$ cat src/rtl/l2_port_arbiter_pkg.sv
`default_nettype none
// ============================================================================
// Module   : l2_port_arbiter_pkg
// Brief    : shared cache-hierarchy constants and arbiter state encoding
// Revision : 1.0
// ============================================================================
package l2_port_arbiter_pkg;

    localparam int unsigned C_ADDR_W  = 24;
    localparam int unsigned C_DATA_W  = 8;
    localparam int unsigned C_TIMEOUT = 255;

    typedef enum logic [1:0] {
        ST_IDLE = 2'd0,
        ST_BUSY = 2'd1,
        ST_RESP = 2'd2
    } arb_state_t;

    // Returns the requester index to grant; rr breaks a tie between both.
    function automatic logic pick_grant(input logic pend0, input logic pend1, input logic rr);
        return (pend0 && pend1) ? rr : !pend0;
    endfunction

endpackage
`default_nettype wire

$ cat src/rtl/arb_watchdog.sv
`default_nettype none
// ============================================================================
// Module   : arb_watchdog
// Brief    : BUSY-cycle counter flagging the last permitted wait cycle
// Revision : 1.0
// ============================================================================
module arb_watchdog
    import l2_port_arbiter_pkg::*;
#(
    parameter int unsigned TIMEOUT = C_TIMEOUT
)(
    input  logic clk,
    input  logic rst_n,
    input  logic clear,
    input  logic enable,
    output logic terminal_count
);

    localparam int unsigned     CW     = (TIMEOUT > 1) ? $clog2(TIMEOUT) : 1;
    localparam logic [CW-1:0]   C_LAST = CW'(TIMEOUT - 1);

    logic [CW-1:0] r_count;

    always_ff @(posedge clk or negedge rst_n) begin
        if (!rst_n) begin
            r_count <= '0;
        end else if (clear) begin
            r_count <= '0;
        end else if (enable) begin
            r_count <= r_count + CW'(1);
        end
    end

    // Fires during the TIMEOUT-th BUSY cycle so the abort lands exactly then.
    assign terminal_count = enable && (r_count == C_LAST);

endmodule
`default_nettype wire

$ cat src/rtl/l2_port_arbiter.sv
`default_nettype none
// ============================================================================
// Module   : l2_port_arbiter
// Brief    : two-requester round-robin arbiter onto a shared L2 port
// Revision : 1.0
// ============================================================================
module l2_port_arbiter
    import l2_port_arbiter_pkg::*;
#(
    parameter int unsigned ADDR_W  = C_ADDR_W,
    parameter int unsigned DATA_W  = C_DATA_W,
    parameter int unsigned TIMEOUT = C_TIMEOUT
)(
    input  logic              clk,
    input  logic              rst_n,
    input  logic [ADDR_W-1:0] req0_addr,
    input  logic [DATA_W-1:0] req0_data_out,
    input  logic              req0_read,
    input  logic              req0_write,
    output logic [DATA_W-1:0] req0_data_in,
    output logic              req0_RDY,
    input  logic [ADDR_W-1:0] req1_addr,
    input  logic [DATA_W-1:0] req1_data_out,
    input  logic              req1_read,
    input  logic              req1_write,
    output logic [DATA_W-1:0] req1_data_in,
    output logic              req1_RDY,
    output logic [ADDR_W-1:0] mem_addr,
    output logic [DATA_W-1:0] mem_data_out,
    output logic              mem_read,
    output logic              mem_write,
    input  logic [DATA_W-1:0] mem_data_in,
    input  logic              mem_RDY,
    output logic              timeout_err
);

    arb_state_t r_state;
    arb_state_t w_state_nxt;

    logic              r_grant;
    logic              r_rr;
    logic              r_op_read;
    logic              w_pend0;
    logic              w_pend1;
    logic              w_sel;
    logic              w_start;
    logic              w_done;
    logic              w_abort;
    logic              w_tc;
    logic              w_busy;
    logic [DATA_W-1:0] w_rdata;

    assign w_pend0 = req0_read | req0_write;
    assign w_pend1 = req1_read | req1_write;
    assign w_sel   = pick_grant(w_pend0, w_pend1, r_rr);
    assign w_busy  = (r_state == ST_BUSY);

    always_comb begin
        w_state_nxt = r_state;
        w_start     = 1'b0;
        w_done      = 1'b0;
        w_abort     = 1'b0;
        case (r_state)
            ST_IDLE: begin
                if (w_pend0 || w_pend1) begin
                    w_start     = 1'b1;
                    w_state_nxt = ST_BUSY;
                end
            end
            ST_BUSY: begin
                // mem_RDY takes precedence over a coincident terminal count.
                if (mem_RDY) begin
                    w_done      = 1'b1;
                    w_state_nxt = ST_RESP;
                end else if (w_tc) begin
                    w_abort     = 1'b1;
                    w_state_nxt = ST_RESP;
                end
            end
            ST_RESP: w_state_nxt = ST_IDLE;
            default: w_state_nxt = ST_IDLE;
        endcase
    end

    always_ff @(posedge clk or negedge rst_n) begin
        if (!rst_n) begin
            r_state      <= ST_IDLE;
            r_grant      <= 1'b0;
            r_rr         <= 1'b0;
            r_op_read    <= 1'b0;
            mem_addr     <= '0;
            mem_data_out <= '0;
            timeout_err  <= 1'b0;
        end else begin
            r_state <= w_state_nxt;
            if (w_start) begin
                r_grant      <= w_sel;
                r_op_read    <= w_sel ? req1_read     : req0_read;
                mem_addr     <= w_sel ? req1_addr     : req0_addr;
                mem_data_out <= w_sel ? req1_data_out : req0_data_out;
            end
            if (r_state == ST_RESP) begin
                r_rr <= ~r_grant;
            end
            if (w_abort) begin
                timeout_err <= 1'b1;
            end
        end
    end

    assign w_rdata = w_done ? mem_data_in : {DATA_W{1'b1}};

    always_ff @(posedge clk or negedge rst_n) begin
        if (!rst_n) begin
            req0_data_in <= '0;
            req1_data_in <= '0;
        end else if (r_op_read && (w_done || w_abort)) begin
            if (r_grant) begin
                req1_data_in <= w_rdata;
            end else begin
                req0_data_in <= w_rdata;
            end
        end
    end

    assign mem_read  = w_busy &&  r_op_read;
    assign mem_write = w_busy && !r_op_read;
    assign req0_RDY  = (r_state == ST_RESP) && !r_grant;
    assign req1_RDY  = (r_state == ST_RESP) &&  r_grant;

    arb_watchdog #(
        .TIMEOUT        (TIMEOUT)
    ) u_watchdog (
        .clk            (clk),
        .rst_n          (rst_n),
        .clear          (w_start),
        .enable         (w_busy),
        .terminal_count (w_tc)
    );

endmodule
`default_nettype wire

$ cat config.mk
export PLATFORM = sky130hd
export DESIGN_NAME = l2_port_arbiter
export DESIGN_NICKNAME = d
export VERILOG_FILES = /design/src/rtl/l2_port_arbiter_pkg.sv /design/src/rtl/arb_watchdog.sv /design/src/rtl/l2_port_arbiter.sv
export SDC_FILE = /design/constraint.sdc
export NUM_CORES = 1
export LEC_CHECK = 0
export ABC_AREA = 1
export CAP_MARGIN = 20
export CORE_MARGIN = 1.5
export CORE_UTILIZATION = 47
export CTS_BUF_LIST = sky130_fd_sc_hd__clkbuf_16
export DETAILED_ROUTE_END_ITERATION = 7
export PLACE_DENSITY = 0.91
export SETUP_SLACK_MARGIN = 0.4
export SLEW_MARGIN = 20
export SYNTH_ARGS = -nofsm -noshare
export SYNTH_HDL_FRONTEND = slang
export SYNTH_HIERARCHICAL = 1
export SYNTH_SLANG_ARGS = --single-unit
$ cat constraint.sdc
create_clock -name clk -period 2.85 [get_ports clk]
set_clock_uncertainty 0.05 [all_clocks]
set_input_delay 0.57 -clock clk [delete_from_list [all_inputs] [get_ports clk]]
set_output_delay 0.57 -clock clk [all_outputs]
set_load 0.005 [all_outputs]
==> results.sh, run 1 <==
export IMPL_worst_slew_pin_slew_ns=0.7716
export IMPL_synth_nets=512
export IMPL_start_util_pct=48.40
export IMPL_outcome="finished, final reports clean"
export IMPL_ys_seq_area_share_pct=47.18
export IMPL_portBuffers=131
export IMPL_p_comb_share_pct=45.0
export IMPL_grt_max_degree=63
export IMPL_setup_viol=0
export IMPL_fin_tns_setup_ns=0
export IMPL_syn_area_um2=3288
export IMPL_path_max_fanout=12
export IMPL_dieArea_um2=7506
export IMPL_worst_endpoint_required_ns=2.23
export IMPL_num_antenna_cells=0
export IMPL_grt_first_pass_wirelength_um=13960
export IMPL_viasPerCell=4.839
export IMPL_ys_ff_latch=62
export IMPL_p_sw_uw=1668
export IMPL_critPathArrivalTime_ns=1.71
export IMPL_ant_nets=0
export IMPL_maxSlewHeadroom_pct=48.56
export IMPL_core_um2=6794
export IMPL_root_buffer="clkbuf_16"
export IMPL_worstSkewPairLatency_ns=0.32
export IMPL_post_route_cells_drive_above_1_share_pct=6.690
export IMPL_ys_warn_count=6
export IMPL_tritoncts="done"
export IMPL_first_global_vias=3153
export IMPL_gr_max_usage_layer="met2"
export IMPL_critPathCaptureType="primary output"
export IMPL_area_growth_pct=50.19
export IMPL_place_congestion=0.9139
export IMPL_p_leak_uw=0.002450
export IMPL_max_freq_mhz=429.3
export IMPL_grtUsageMet1_pct=29.49
export IMPL_hp_class="in2async"
export IMPL_synthCells=431
export IMPL_hold_slack_ns=0.3541
export IMPL_drc_errors=0
export IMPL_drv_slew=0
export IMPL_crit_chain="inv_1 -> nor2_1 -> clkdlybuf4s50_1"
export IMPL_rows=30
export IMPL_clk_path_buf_depth=2
export IMPL_power_clock_fraction_pct=21.8
export IMPL_vias=3213
export IMPL_path_class="reg2out"
export IMPL_routed_wirelength_um=8553
export IMPL_grt_met2_usage_pct=40.55
export IMPL_critical_path_max_stage_delay_ns=0.51
export IMPL_cap_violations=0
export IMPL_peakVddDrop_uv=538.9
export IMPL_pwr_share_seq_pct=33.3
export IMPL_numCtsBuffers=9
export IMPL_period_minus_slack_ns=2.329
export IMPL_post_dp_hpwl_um=5997
export IMPL_finalHoldViolCount=0
export IMPL_die_w_um=86.64
export IMPL_pwr_density_cell_nw_per_um2=950.7
export IMPL_htreeDepth=3
export IMPL_grt_remaining_overflow=0
export IMPL_drt_pass1_iter_count=4
export IMPL_post_route_period_util_pct=81.73
export IMPL_cts_reportedPaths_clkPinSlew_ns=0.05
export IMPL_cts_sinks=62
export IMPL_ios=132
export IMPL_met3_usage_pct=5.048
export IMPL_wire_per_inst_um=12.88
export IMPL_grtUsageTotal_pct=23.84
export IMPL_rsz0062_at_grt="false"
export IMPL_avgSynthCellArea_um2=7.629
export IMPL_slowest_stage="clkdlybuf4s50_1"
export IMPL_p_int_uw=3027
export IMPL_layout_nets=644
export IMPL_synth_cell_type_count=25
export IMPL_die_h_um=86.64
export IMPL_grt_antenna_before_repair=0
export IMPL_postCtsHoldBufs=0
export IMPL_crit_path_start_kind="flip-flop"
export IMPL_drt_iter0_markers=129
export IMPL_swShare_pct=35.53
power groups by stage:
stage               registers [µW]  clock network [µW]  logic, µW
floorplan                     1540                   0       1080
global placement              1550                   0       2030
detailed placement            1560                   0       2110
CTS                           1560                1040       2120
global route                  1610                1080       2340
finish                        1560                1020       2110
metrics by stage:
| stage | utilization (%) | cell area, µm² | power [µW] | cells | worst slack [ns] |
|---|---|---|---|---|---|
| 4_1_cts | 72.47 | 4923 | 4719 | 662 | 0.5327 |
| 3_3_place_gp | 68.29 | 4639 | 3587 | 646 | 0.6476 |
| 6_report | 72.69 | 4938 | 4695 | 664 | 0.5207 |
| 3_5_place_dp | 68.29 | 4639 | 3664 | 646 | 0.5496 |
| 2_1_floorplan | - | 3288 | 2618 | 431 | 0.9911 |
| 5_1_grt | 72.69 | 4938 | 5020 | 664 | 0.4041 |
metal layers:
metal	vias to the layer above	routed length, µm
li1	1602	-
met1	1478	3625
met2	124	4299
met3	9	534
met4	0	93
met5	-	0
cells in the mapped netlist:
cell type  count  area share (%)
ha_1           2            0.76
nor2_2         1            0.19
nand2_2        4            0.76
nor2_4         2            0.68
a21oi_2        1            0.27
a31o_2         1            0.27
buf_6          3             1.0
nor3_1         1            0.15
buf_4          7             1.6
dfrtp_1       62              47
a21oi_1        2            0.30
a21oi_4        1            0.49
nand3_2        1            0.30
buf_2          3            0.46
inv_2          3            0.34
nor2_1        20             2.3
nor3_4         1            0.49
nand2_1      166              19
inv_1         53             6.1
clkbuf_1       5            0.57
o21ai_4        1            0.49
nand4_1        2            0.38
o21ai_0        3            0.46
nand3b_1      32             7.3
nand3_1       54             8.2
cell usage in the layout (no fill, tap or decap), types with 2 or more instances in the layout:
master / n
inv_1: 55
nand3b_1: 32
a21oi_1: 2
clkdlybuf4s50_1: 130
nand4_1: 2
dfrtp_1: 61
nor2_1: 20
nand2_2: 4
inv_2: 3
buf_4: 8
clkinv_1: 2
o21ai_0: 3
nor2_4: 2
nand2_1: 166
clkbuf_16: 9
ha_1: 2
nand3_1: 54
sequential cells by signal, indices dropped and copies added (netlist names):
name	count
mem_addr	24
r_state	2
r_rr	1
req1_data_in	8
req0_data_in	8
r_op_read	1
u_watchdog/r_count	8
mem_data_out	8
timeout_err	1
r_grant	1
critical path, delay by kind of cell, from the launching register on:
kind          cells  cell delay [ns]
flops             1             0.48
simple gates      1             0.18
buf+inv           2             0.73
logic make-up after synthesis:
family | after synthesis | share of synthesized area, %
compound gates | 9 | 2.283
fa+ha+maj | 2 | 0.7609
buf+inv | 74 | 10.05
flops | 62 | 47.18
simple gates | 284 | 39.73
worst paths after layout:
| kind | cells after the start | end | startpoint | slack [ns] |
|---|---|---|---|---|
| max reg2reg | 11 | req1_data_in[2]$_DFFE_PN0P_ | r_state[1]$_DFFE_PN0P_ | 0.69 |
| max in group asynchronous | 2 | r_grant$_DFFE_PN0P_ | rst_n | 1.84 |
| max | 3 | req1_RDY | r_grant$_DFFE_PN0P_ | 0.52 |
| min reg2reg | 2 | req1_data_in[3]$_DFFE_PN0P_ | req1_data_in[3]$_DFFE_PN0P_ | 0.42 |
| min | 2 | mem_addr[13]$_DFFE_PN0P_ | rst_n | 0.35 |
| min in group clk | 2 | req1_data_in[3]$_DFFE_PN0P_ | req1_data_in[3]$_DFFE_PN0P_ | 0.42 |
layout make-up:
class,count,area [µm²]
repair buffers,139,1366
flip-flops and latches,62,1553
inverters,56,210.2
clock inverters,7,57.56
fillers,477,1856
clock buffers,9,225.2
well taps,96,120.1
multi-input cells,295,1406
repair_timing:
action                     CTS  global route
setup endpoints to repair    1            11
pin swaps                    0             1
setup buffers                0             2
gates resized for setup      1             0
Power figures use the tool's default switching activity.
==> run 2: changes to the inputs <==
CORE_UTILIZATION = 44   (was 47)
PLACE_DENSITY = 0.86   (was 0.91)
clock period = 2.2 ns   (was 2.85 ns; I/O delays follow)
==> run 2 against run 1 <==
  * Power rose by 38%
  * First-iteration DRC count rose by 30%
  * Combinational power rose by 49%
  * Clock-buffer cell count did not move
  * Largest cell class is now buffers
  * Sequential share of layout area fell by 1.7 points
==> results.sh, run 2 (synthesis gave the netlist of run 1 again) <==
export IMPL_grt_first_pass_wirelength_um=14680
export IMPL_ios=132
export IMPL_critPathCaptureType="flip-flop"
export IMPL_final_area_um2=5223
export IMPL_first_global_vias=3232
export IMPL_placedCellCount=656
export IMPL_cap_violations=0
export IMPL_wire_per_inst_um=14.43
export IMPL_largest_reg_flops=24
export IMPL_rows=31
export IMPL_htreeDepth=3
export IMPL_largest_register="mem_addr"
export IMPL_fin_tns_setup_ns=0
export IMPL_fin_cells=685
export IMPL_layout_nets=663
export IMPL_critical_path_max_stage_delay_ns=0.39
export IMPL_hp_class="in2async"
export IMPL_max_freq_mhz=515.8
export IMPL_crit_chain="inv_2 -> nand2_4 -> inv_4 -> nand3_4 -> nor3_4 -> nor2_4 -> nor3_4 -> buf_12 -> buf_4 -> nand3_1 -> nand2_1"
export IMPL_place_ws_ns=0.1686
export IMPL_grt_antenna_before_repair=0
export IMPL_pwr_density_cell_nw_per_um2=1243
export IMPL_portBuffers=131
export IMPL_routed_wirelength_um=9882
export IMPL_die_h_um=89.45
export IMPL_tritoncts="done"
export IMPL_dieArea_um2=8000
export IMPL_hold_slack_ns=0.02533
export IMPL_grtUsageTotal_pct=24.08
export IMPL_multi_input_area_um2=1500
export IMPL_root_buffer="clkbuf_16"
export IMPL_crit_family="simple AND/OR/NAND/NOR gates"
export IMPL_worstPathBufferInverterCount=4
export IMPL_crit_path_start_kind="flip-flop"
export IMPL_layout_common_cells="nand2_1 (158), clkdlybuf4s50_1 (126), dfrtp_1 (61), inv_1 (51), nand3_1 (51)"
export IMPL_place_congestion=0.8693
export IMPL_outcome="finished, final reports clean"
export IMPL_start_util_pct=45.33
export IMPL_post_dp_hpwl_um=6631
export IMPL_die_w_um=89.45
export IMPL_dpl_cell_area_um2=4726
export IMPL_grt_remaining_overflow=0
export IMPL_area_growth_pct=58.83
export IMPL_peakVddDrop_uv=567.6
export IMPL_setup_ws_ns=0.2614
export IMPL_drt_pass1_iter_count=4
export IMPL_fillers=542
export IMPL_path_max_fanout=6
export IMPL_post_route_period_util_pct=88.12
export IMPL_p_leak_uw=0.002607
export IMPL_cpMostUsedCell="nor3_4"
export IMPL_final_common_cell="nand2_1"
export IMPL_ant_nets=0
export IMPL_path_class="reg2reg"
export IMPL_rsz0062_at_grt="true"
export IMPL_slowest_stage="dfrtp_1"
export IMPL_cts_reportedPaths_clkPinSlew_ns=0.05
export IMPL_worstSkewPairLatency_ns=0.32
export IMPL_period_minus_slack_ns=1.939
export IMPL_worst_endpoint_required_ns=2.41
export IMPL_regArea_um2=1553
export IMPL_viasPerCell=4.991
export IMPL_core_um2=7253
export IMPL_drv_slew=0
export IMPL_grt_max_degree=45
export IMPL_critPathArrivalTime_ns=2.15
export IMPL_clk_path_buf_depth=2
export IMPL_numCtsBuffers=9
export IMPL_setup_viol=0
export IMPL_post_route_cells_drive_above_1_share_pct=12.80
export IMPL_drc_errors=0
export IMPL_vias=3419
export IMPL_finalHoldViolCount=0
export IMPL_worst_slew_pin_slew_ns=0.4872
export IMPL_maxSlewHeadroom_pct=67.52
export IMPL_drt_iter0_markers=168
export IMPL_cts_sinks=62
export IMPL_num_antenna_cells=0
run 2: changes by cell type in the layout (fill, tap and decap cells not counted), sizes merged:
cell | before | now
clkdlybuf4s50 | 130 | 126
buf | 9 | 28
clkdlybuf4s15 | 0 | 1
dlygate4sd2 | 0 | 2
dlymetal6s2s | 0 | 1
clkinv | 3 | 4
inv | 58 | 56
run 2: final timing paths:
check / start / endpoint / slack, ns / cells after the start
hold / removal: rst_n / mem_addr[5]$_DFFE_PN0P_ / 0.03 / 1
hold reg to reg: req0_data_in[7]$_DFFE_PN0P_ / req0_data_in[7]$_DFFE_PN0P_ / 0.42 / 2
min in group clk: req0_data_in[7]$_DFFE_PN0P_ / req0_data_in[7]$_DFFE_PN0P_ / 0.42 / 2
setup / recovery: r_state[1]$_DFFE_PN0P_ / req0_data_in[1]$_DFFE_PN0P_ / 0.26 / 11
setup reg to reg: r_state[1]$_DFFE_PN0P_ / req0_data_in[1]$_DFFE_PN0P_ / 0.26 / 11
max in group asynchronous: rst_n / r_grant$_DFFE_PN0P_ / 1.46 / 2
run 2: metal layers:
metal  wire (µm)  GRT usage, %  vias up
met4         243         10.49        0
met5           0             0        -
li1            -             -     1646
met1        4232         29.93     1631
met3         556         4.894       21
met2        4850         40.67      121
run 2: cell type report:
class,count,share of cell area (%)
clock buffers,9,4.312
clock inverters,6,1.030
inverters,56,4.073
multi-input cells,295,28.73
flip-flops and latches,62,29.73
well taps,99,2.372
repair buffers,158,29.76
run 2: power by group:
group / total [µW] / switching, µW / internal, µW / leakage [µW]
combinational: 3150 / 1540 / 1610 / 0.00171
sequential: 2010 / 340 / 1670 / 0.000765
clock: 1340 / 482 / 855 / 0.000134
total: 6490 / 2360 / 4130 / 0.00261
run 2: through the flow:
stage / total power, µW / util (%)
4_1_cts: 6264 / 69.24
2_1_floorplan: 3398 / -
5_1_grt: 6942 / 72.00
6_report: 6491 / 72.00
3_5_place_dp: 4870 / 65.15
3_3_place_gp: 4762 / 65.15
run 2: timing repair:
item / 4_1_cts / 5_1_grt
buffers inserted: 2 / 12
resized for setup: 6 / 26
hold buffers: 0 / 0
endpoints found under the setup margin: 20 / 23
pin swaps: 3 / 7
==> run 3: changes to the inputs <==
SLEW_MARGIN = not set   (was 20)
==> results of run 3 <==
The final DEF is identical to that of run 2; final timing and power are the same.
